## config.mk

```make
export PLATFORM = sky130hd
export DESIGN_NAME = app_pmem_reader
export DESIGN_NICKNAME = d
export VERILOG_FILES = /design/src/rtl/app_pmem_reader.sv
export SDC_FILE = /design/constraint.sdc
export NUM_CORES = 1
export LEC_CHECK = 0
export ABC_AREA = 1
export BUFFER_PORTS_ARGS = -buffer_cell sky130_fd_sc_hd__buf_2
export CORE_AREA = 2 2 100 102
export DETAILED_ROUTE_END_ITERATION = 12
export DIE_AREA = 0 0 102 104
export HOLD_SLACK_MARGIN = 0.03
export PLACE_DENSITY = 0.82
export SYNTH_ARGS = -nofsm -noshare
export SYNTH_HDL_FRONTEND = slang
export SYNTH_SLANG_ARGS = --single-unit
```

## constraint.sdc

```tcl
create_clock -name mclk -period 2.12 [get_ports mclk]
set_clock_uncertainty 0.1 [all_clocks]
set_input_delay 0.424 -clock mclk [delete_from_list [all_inputs] [get_ports mclk]]
set_output_delay 0.424 -clock mclk [all_outputs]
set_load 0.1 [all_outputs]
```

## src/rtl/app_pmem_reader.sv

```systemverilog
// app_pmem_reader: radio-side read-back port for the app program memory.
// Prefetches one pmem word at a time into DATA and keeps a running checksum.
module app_pmem_reader #(
    parameter logic [14:0] BASE_ADDR = 15'h00B0,
    parameter int          DEC_WD    = 4,
    parameter int          PMEM_AW   = 12
) (
    input  logic               mclk,
    input  logic               puc_rst,
    input  logic [13:0]        per_addr,
    input  logic [15:0]        per_din,
    input  logic               per_en,
    input  logic [1:0]         per_we,
    output logic [15:0]        per_dout,
    output logic               app_reset_n,
    output logic [PMEM_AW-1:0] app_pmem_addr,
    output logic               app_pmem_cen,
    input  logic [15:0]        app_pmem_din,
    output logic               rd_active
);

    // Byte offsets of the registers inside the decoded block
    localparam logic [DEC_WD-1:0] CTRL_OFS = DEC_WD'(0);
    localparam logic [DEC_WD-1:0] STAT_OFS = DEC_WD'(2);
    localparam logic [DEC_WD-1:0] ADDR_OFS = DEC_WD'(4);
    localparam logic [DEC_WD-1:0] DATA_OFS = DEC_WD'(6);
    localparam logic [DEC_WD-1:0] CSUM_OFS = DEC_WD'(8);

    typedef enum logic [1:0] {
        S_IDLE,
        S_FETCH,
        S_CAPTURE,
        S_HOLD
    } state_t;

    state_t state;
    state_t state_nxt;

    logic               reg_sel;
    logic [DEC_WD-1:0]  reg_ofs;
    logic               reg_wr;
    logic               reg_rd;
    logic               sel_ctrl;
    logic               sel_stat;
    logic               sel_addr;
    logic               sel_data;
    logic               sel_csum;

    logic               ctrl_wr;
    logic               stat_wr;
    logic               addr_wr;
    logic               data_rd;

    logic               en;
    logic [15:2]        ctrl_hi;
    logic               valid;
    logic               wrap;
    logic               underrun;
    logic [PMEM_AW-1:0] ptr;
    logic [15:0]        data_buf;
    logic [15:0]        csum;

    logic               en_rise;
    logic               en_fall;
    logic               csum_clr;
    logic               capture;
    logic               step;
    logic               reload;
    logic               busy;
    logic               cen;
    logic [15:0]        csum_base;
    logic [PMEM_AW-1:0] ptr_inc;

    // Peripheral bus decode (word address against the byte-aligned base)
    assign reg_sel = per_en &
                     (per_addr[13:DEC_WD-1] == BASE_ADDR[14:DEC_WD]);
    assign reg_ofs = {per_addr[DEC_WD-2:0], 1'b0};
    assign reg_wr  = reg_sel & (|per_we);
    assign reg_rd  = reg_sel & ~(|per_we);

    assign sel_ctrl = (reg_ofs == CTRL_OFS);
    assign sel_stat = (reg_ofs == STAT_OFS);
    assign sel_addr = (reg_ofs == ADDR_OFS);
    assign sel_data = (reg_ofs == DATA_OFS);
    assign sel_csum = (reg_ofs == CSUM_OFS);

    assign ctrl_wr = reg_wr & sel_ctrl;
    assign stat_wr = reg_wr & sel_stat;
    assign addr_wr = reg_wr & sel_addr;
    assign data_rd = reg_rd & sel_data;

    // Control events
    assign en_rise  = ctrl_wr &  per_din[0] & ~en;
    assign en_fall  = ctrl_wr & ~per_din[0] &  en;
    assign csum_clr = ctrl_wr &  per_din[1];

    // A capture is dropped when the enable falls on the same edge
    assign capture = (state == S_CAPTURE) & ~en_fall;
    assign step    = (state == S_HOLD) & data_rd & valid;
    assign reload  = addr_wr & ((state == S_IDLE) | (state == S_HOLD));

    assign ptr_inc   = ptr + 1'b1;
    assign csum_base = csum_clr ? 16'h0000 : csum;

    // FSM state register
    always_ff @(posedge mclk or posedge puc_rst) begin
        if (puc_rst) begin
            state <= S_IDLE;
        end else begin
            state <= state_nxt;
        end
    end

    // FSM next-state: disable overrides every other transition
    always_comb begin
        state_nxt = state;
        unique case (state)
            S_IDLE:    if (en_rise) state_nxt = S_FETCH;
            S_FETCH:   state_nxt = S_CAPTURE;
            S_CAPTURE: state_nxt = S_HOLD;
            S_HOLD:    if (step | reload) state_nxt = S_FETCH;
            default:   state_nxt = S_IDLE;
        endcase
        if (en_fall) begin
            state_nxt = S_IDLE;
        end
    end

    // FSM outputs: single-cycle chip enable and busy flag
    always_comb begin
        cen  = 1'b1;
        busy = 1'b0;
        unique case (state)
            S_FETCH: begin
                cen  = 1'b0;
                busy = 1'b1;
            end
            S_CAPTURE: busy = 1'b1;
            default: begin
                cen  = 1'b1;
                busy = 1'b0;
            end
        endcase
    end

    // CTRL: enable bit plus scratch bits; CSUM_CLR is never stored
    always_ff @(posedge mclk or posedge puc_rst) begin
        if (puc_rst) begin
            en      <= 1'b0;
            ctrl_hi <= '0;
        end else if (ctrl_wr) begin
            en      <= per_din[0];
            ctrl_hi <= per_din[15:2];
        end
    end

    // Address pointer: loaded when idle or holding, stepped on DATA reads
    always_ff @(posedge mclk or posedge puc_rst) begin
        if (puc_rst) begin
            ptr <= '0;
        end else if (reload) begin
            ptr <= per_din[PMEM_AW-1:0];
        end else if (step) begin
            ptr <= ptr_inc;
        end
    end

    // VALID: set by a capture, cleared by consume, reload, enable or disable
    always_ff @(posedge mclk or posedge puc_rst) begin
        if (puc_rst) begin
            valid <= 1'b0;
        end else if (en_fall | en_rise) begin
            valid <= 1'b0;
        end else if (capture) begin
            valid <= 1'b1;
        end else if (step | (reload & (state == S_HOLD))) begin
            valid <= 1'b0;
        end
    end

    // WRAP: sticky once the pointer steps past all-ones; cleared on enable
    always_ff @(posedge mclk or posedge puc_rst) begin
        if (puc_rst) begin
            wrap <= 1'b0;
        end else if (en_rise) begin
            wrap <= 1'b0;
        end else if (step & (&ptr)) begin
            wrap <= 1'b1;
        end
    end

    // UNDERRUN: DATA read with nothing buffered; write 1 to clear
    always_ff @(posedge mclk or posedge puc_rst) begin
        if (puc_rst) begin
            underrun <= 1'b0;
        end else if (data_rd & ~valid) begin
            underrun <= 1'b1;
        end else if (stat_wr & per_din[3]) begin
            underrun <= 1'b0;
        end
    end

    // Data buffer takes the pmem word on the capture cycle
    always_ff @(posedge mclk or posedge puc_rst) begin
        if (puc_rst) begin
            data_buf <= '0;
        end else if (capture) begin
            data_buf <= app_pmem_din;
        end
    end

    // Checksum: clear on enable, clear-then-add when both hit together
    always_ff @(posedge mclk or posedge puc_rst) begin
        if (puc_rst) begin
            csum <= '0;
        end else if (en_rise) begin
            csum <= '0;
        end else if (capture) begin
            csum <= csum_base + app_pmem_din;
        end else if (csum_clr) begin
            csum <= '0;
        end
    end

    // Register read mux; zero whenever the block is not being read
    always_comb begin
        per_dout = '0;
        if (reg_rd) begin
            unique case (1'b1)
                sel_ctrl: per_dout = {ctrl_hi, 1'b0, en};
                sel_stat: per_dout = {12'h000, underrun, wrap, busy, valid};
                sel_addr: per_dout = {{(16-PMEM_AW){1'b0}}, ptr};
                sel_data: per_dout = data_buf;
                sel_csum: per_dout = csum;
                default:  per_dout = '0;
            endcase
        end
    end

    assign app_reset_n   = ~en;
    assign rd_active     = en;
    assign app_pmem_addr = ptr;
    assign app_pmem_cen  = cen;

endmodule

```

==> impl_metrics.env <==
export IMPL_grt_pass1_wl_mm=28.84
export IMPL_via_per_inst=6.011
export IMPL_antenna_left=0
export IMPL_grt_pass1_vias=5846
export IMPL_synth_top_cell_by_area="dfrtp_1"
export IMPL_swShare=0.4603
export IMPL_syn_num_nets=722
export IMPL_cts_tree="built"
export IMPL_synth_flop_cell="dfrtp_1"
export IMPL_violations="negative setup slack"
export IMPL_grt_ovfl_total=0
export IMPL_cts_root_buf="clkbuf_8"
export IMPL_wl_per_cell_um=20.59
export IMPL_power_switching_mw=3.446
export IMPL_yosys_area_share_simple=0.3640
export IMPL_grt_usage=0.3468
export IMPL_ys_warn_count=0
export IMPL_nNetsFinal=912
export IMPL_hpwl_mm=12.09
export IMPL_slowest_stage="ha_4"
export IMPL_irDropWorstVdd_mv=0.9110
export IMPL_rsz0062_at_grt="true"
export IMPL_synth_mux_area_frac=0
export IMPL_power_mw=7.488
export IMPL_cts_sinks=64
export IMPL_portBuffers=81
export IMPL_ys_types=48
export IMPL_clockBufferDepth=2
export IMPL_pwr_share_clk=0.186
export IMPL_p_int_mw=4.041
export IMPL_cp_start_kind="input port"
export IMPL_htreeDepth=3
export IMPL_cp_arrival_ps=2700
export IMPL_critPathKind="input port to flop"
export IMPL_fin_ws_ps=-435.6
export IMPL_dieArea_sq_mm=0.01061
export IMPL_max_cap_violations=0
export IMPL_syn_inst=660
export IMPL_power_leakage_nw=3.575
export IMPL_synth_seq_cells=64
export IMPL_numCtsBuffers=9
export IMPL_ys_seq_area_frac=0.3444
export IMPL_drc=0
export IMPL_synthAdderAreaFrac=0.03121
export IMPL_cp_max_fo=4
export IMPL_die_h_um=104
export IMPL_vias=5939
export IMPL_grt_max_degree=31
export IMPL_ctsHoldBuffers=0
export IMPL_start_util=0.4870
export IMPL_comb_power_share=0.563
export IMPL_hp_class="input port to asynchronous set/reset pin"
export IMPL_diodes=0
export IMPL_ios=82
export IMPL_gp_congestion=0.9744
export IMPL_p_per_area_mw_per_mm2=992.3
export IMPL_yosys_top_cells_count="nand2_1, inv_1, dfrtp_1"
export IMPL_hold_ws_ps=60.46
export IMPL_cp_slowest_stage_delay_ps=280
export IMPL_outcome="finished with violations"
export IMPL_slew_headroom=0.5322
export IMPL_synth_compound_area_frac=0.1455
export IMPL_seq_power_share=0.251
export IMPL_tightest_slew_ps=700.2
export IMPL_drt_iter0_drc=725
export IMPL_setup_viol=31
export IMPL_path_clk_slew_ps=80
export IMPL_wirelength_mm=20.34
export IMPL_ys_async_sr_fraction=1.000
export IMPL_yosysTopAreaCellShare=0.3444
export IMPL_layout_drive_gt1_share=0.4538
export IMPL_synth_area_sq_mm=0.004651
export IMPL_area_growth_pct=62.25
export IMPL_fmax_mhz=391.3
export IMPL_period_share=1.205
export IMPL_hold_violations=0
export IMPL_clock_latency_ps=360
export IMPL_synthXorXnorAreaFrac=0.02260
export IMPL_synth_top_family_by_area="simple AND/OR/NAND/NOR gates"
export IMPL_critPathCaptureType="flop"
export IMPL_grt_antenna_before_repair=1
export IMPL_drv_slew=0
export IMPL_fin_crit_ps=2556
export IMPL_netlist_top_cells_area="dfrtp_1, nand2_1, inv_1"
export IMPL_crit_chain="buf_8 > nor2_4 > nand2_2 > nor2_4 > nand4_4 > nor2_4 > buf_4 > nor2_4 > ha_4 > a21o_1 > nand2_1 > nand2_2 > nand3_4 > buf_4 > nand2_4 > nand3_2 > nand3_2 > nand2_1 > o21a_1"
export IMPL_yosysMostFrequentCell="nand2_1"
export IMPL_synth_edf_count=0
export IMPL_rows=36
export IMPL_coreArea_sq_mm=0.009549
export IMPL_cp_common_cell="nor2_4"
export IMPL_die_w_um=102
export IMPL_firstDrtPassIters=8
export IMPL_syn_area_per_cell_sq_um=7.047
export IMPL_cp_required_ps=2270
flip-flops by register name, indices dropped and copies added (netlist names):
register	count
data_buf	16
valid	1
underrun	1
app_pmem_addr	12
rd_active	1
wrap	1
csum	16
ctrl_hi	14
state	2
power groups by stage:
stage | registers, mW | logic, mW | clock network [mW]
floorplan | 1.74 | 2.09 | 0
finish | 1.88 | 4.21 | 1.39
CTS | 1.83 | 3.62 | 1.36
detailed placement | 1.83 | 3.12 | 0
global placement | 1.82 | 2.96 | 0
global route | 1.89 | 4.47 | 1.44
per-layer routing:
metal,vias up,track usage,wire (um)
met5,-,0,0
met4,0,0.1476,1344
met3,156,0.07728,1969
met2,448,0.5813,9715
met1,2806,0.4233,7312
li1,2529,-,-
what timing repair did:
action                     in CTS  in global routing
buffers inserted               18                 11
cloned                          1                  2
setup endpoints to repair      31                 55
gates resized for setup        94                 39
pin swaps                      38                 33
area by class of cell:
type	instances	area [sq um]
inverter	91	391.6
fill	531	2003
tap	133	166.4
sequential	64	1614
multi-input combinational	487	3357
clock inverter	7	127.6
timing repair buffer	197	1765
clock buffer	9	123.9
metrics by stage:
stage	TNS, ps	util	std cells	instance area (sq um)	setup WS (ps)
global route	-10250	0.7902	988	7546	-533.7
detailed placement	-18730	0.6836	946	6528	-615.4
floorplan	-6551	-	660	5091	-294.5
finish	-7739	0.7902	988	7546	-435.6
CTS	-2818	0.7645	978	7301	-182.7
global placement	-15390	0.6836	946	6528	-495.6
final timing paths:
check	startpoint	endpoint	slack, ps	depth (start not counted)
worst max-delay path	per_addr[5]	csum[9]	-440	19
max in group asynchronous	puc_rst	data_buf[15]	1270	3
worst min-delay path	puc_rst	ctrl_hi[11]	60	2
worst max register to register	csum[1]	csum[9]	-80	13
worst min register to register	ctrl_hi[14]	ctrl_hi[14]	390	2
min in group mclk	per_din[12]	ctrl_hi[12]	180	3
critical path: cells and delay by family:
family	cells	cell delay (ps)
AND/OR/NAND/NOR	13	1280
buffers and inverters	3	420
adder cells (fa/ha/maj)	1	280
AO/OA/AOI/OAI	2	300
cell usage in the layout (no fill, tap or decap), types with 17 or more instances in the layout:
| cell | instances |
|---|---|
| buf_6 | 19 |
| nand2_2 | 28 |
| o21ai_0 | 26 |
| buf_4 | 93 |
| nor2_4 | 21 |
| buf_12 | 23 |
| inv_1 | 67 |
| a21oi_1 | 20 |
| buf_2 | 55 |
| nand3_1 | 27 |
| nor2_1 | 32 |
| nand3_2 | 17 |
| nand2_1 | 182 |
| dfrtp_1 | 54 |
logic make-up (layout without fill, tap and decap cells):
logic type / count (synthesis) / after routing
flip-flops: 64 / 64
AO/OA/AOI/OAI: 111 / 111
AND/OR/NAND/NOR: 353 / 353
adder cells (fa/ha/maj): 11 / 11
buffers and inverters: 109 / 304
XOR/XNOR: 12 / 12
Power figures use the tool's default switching activity.
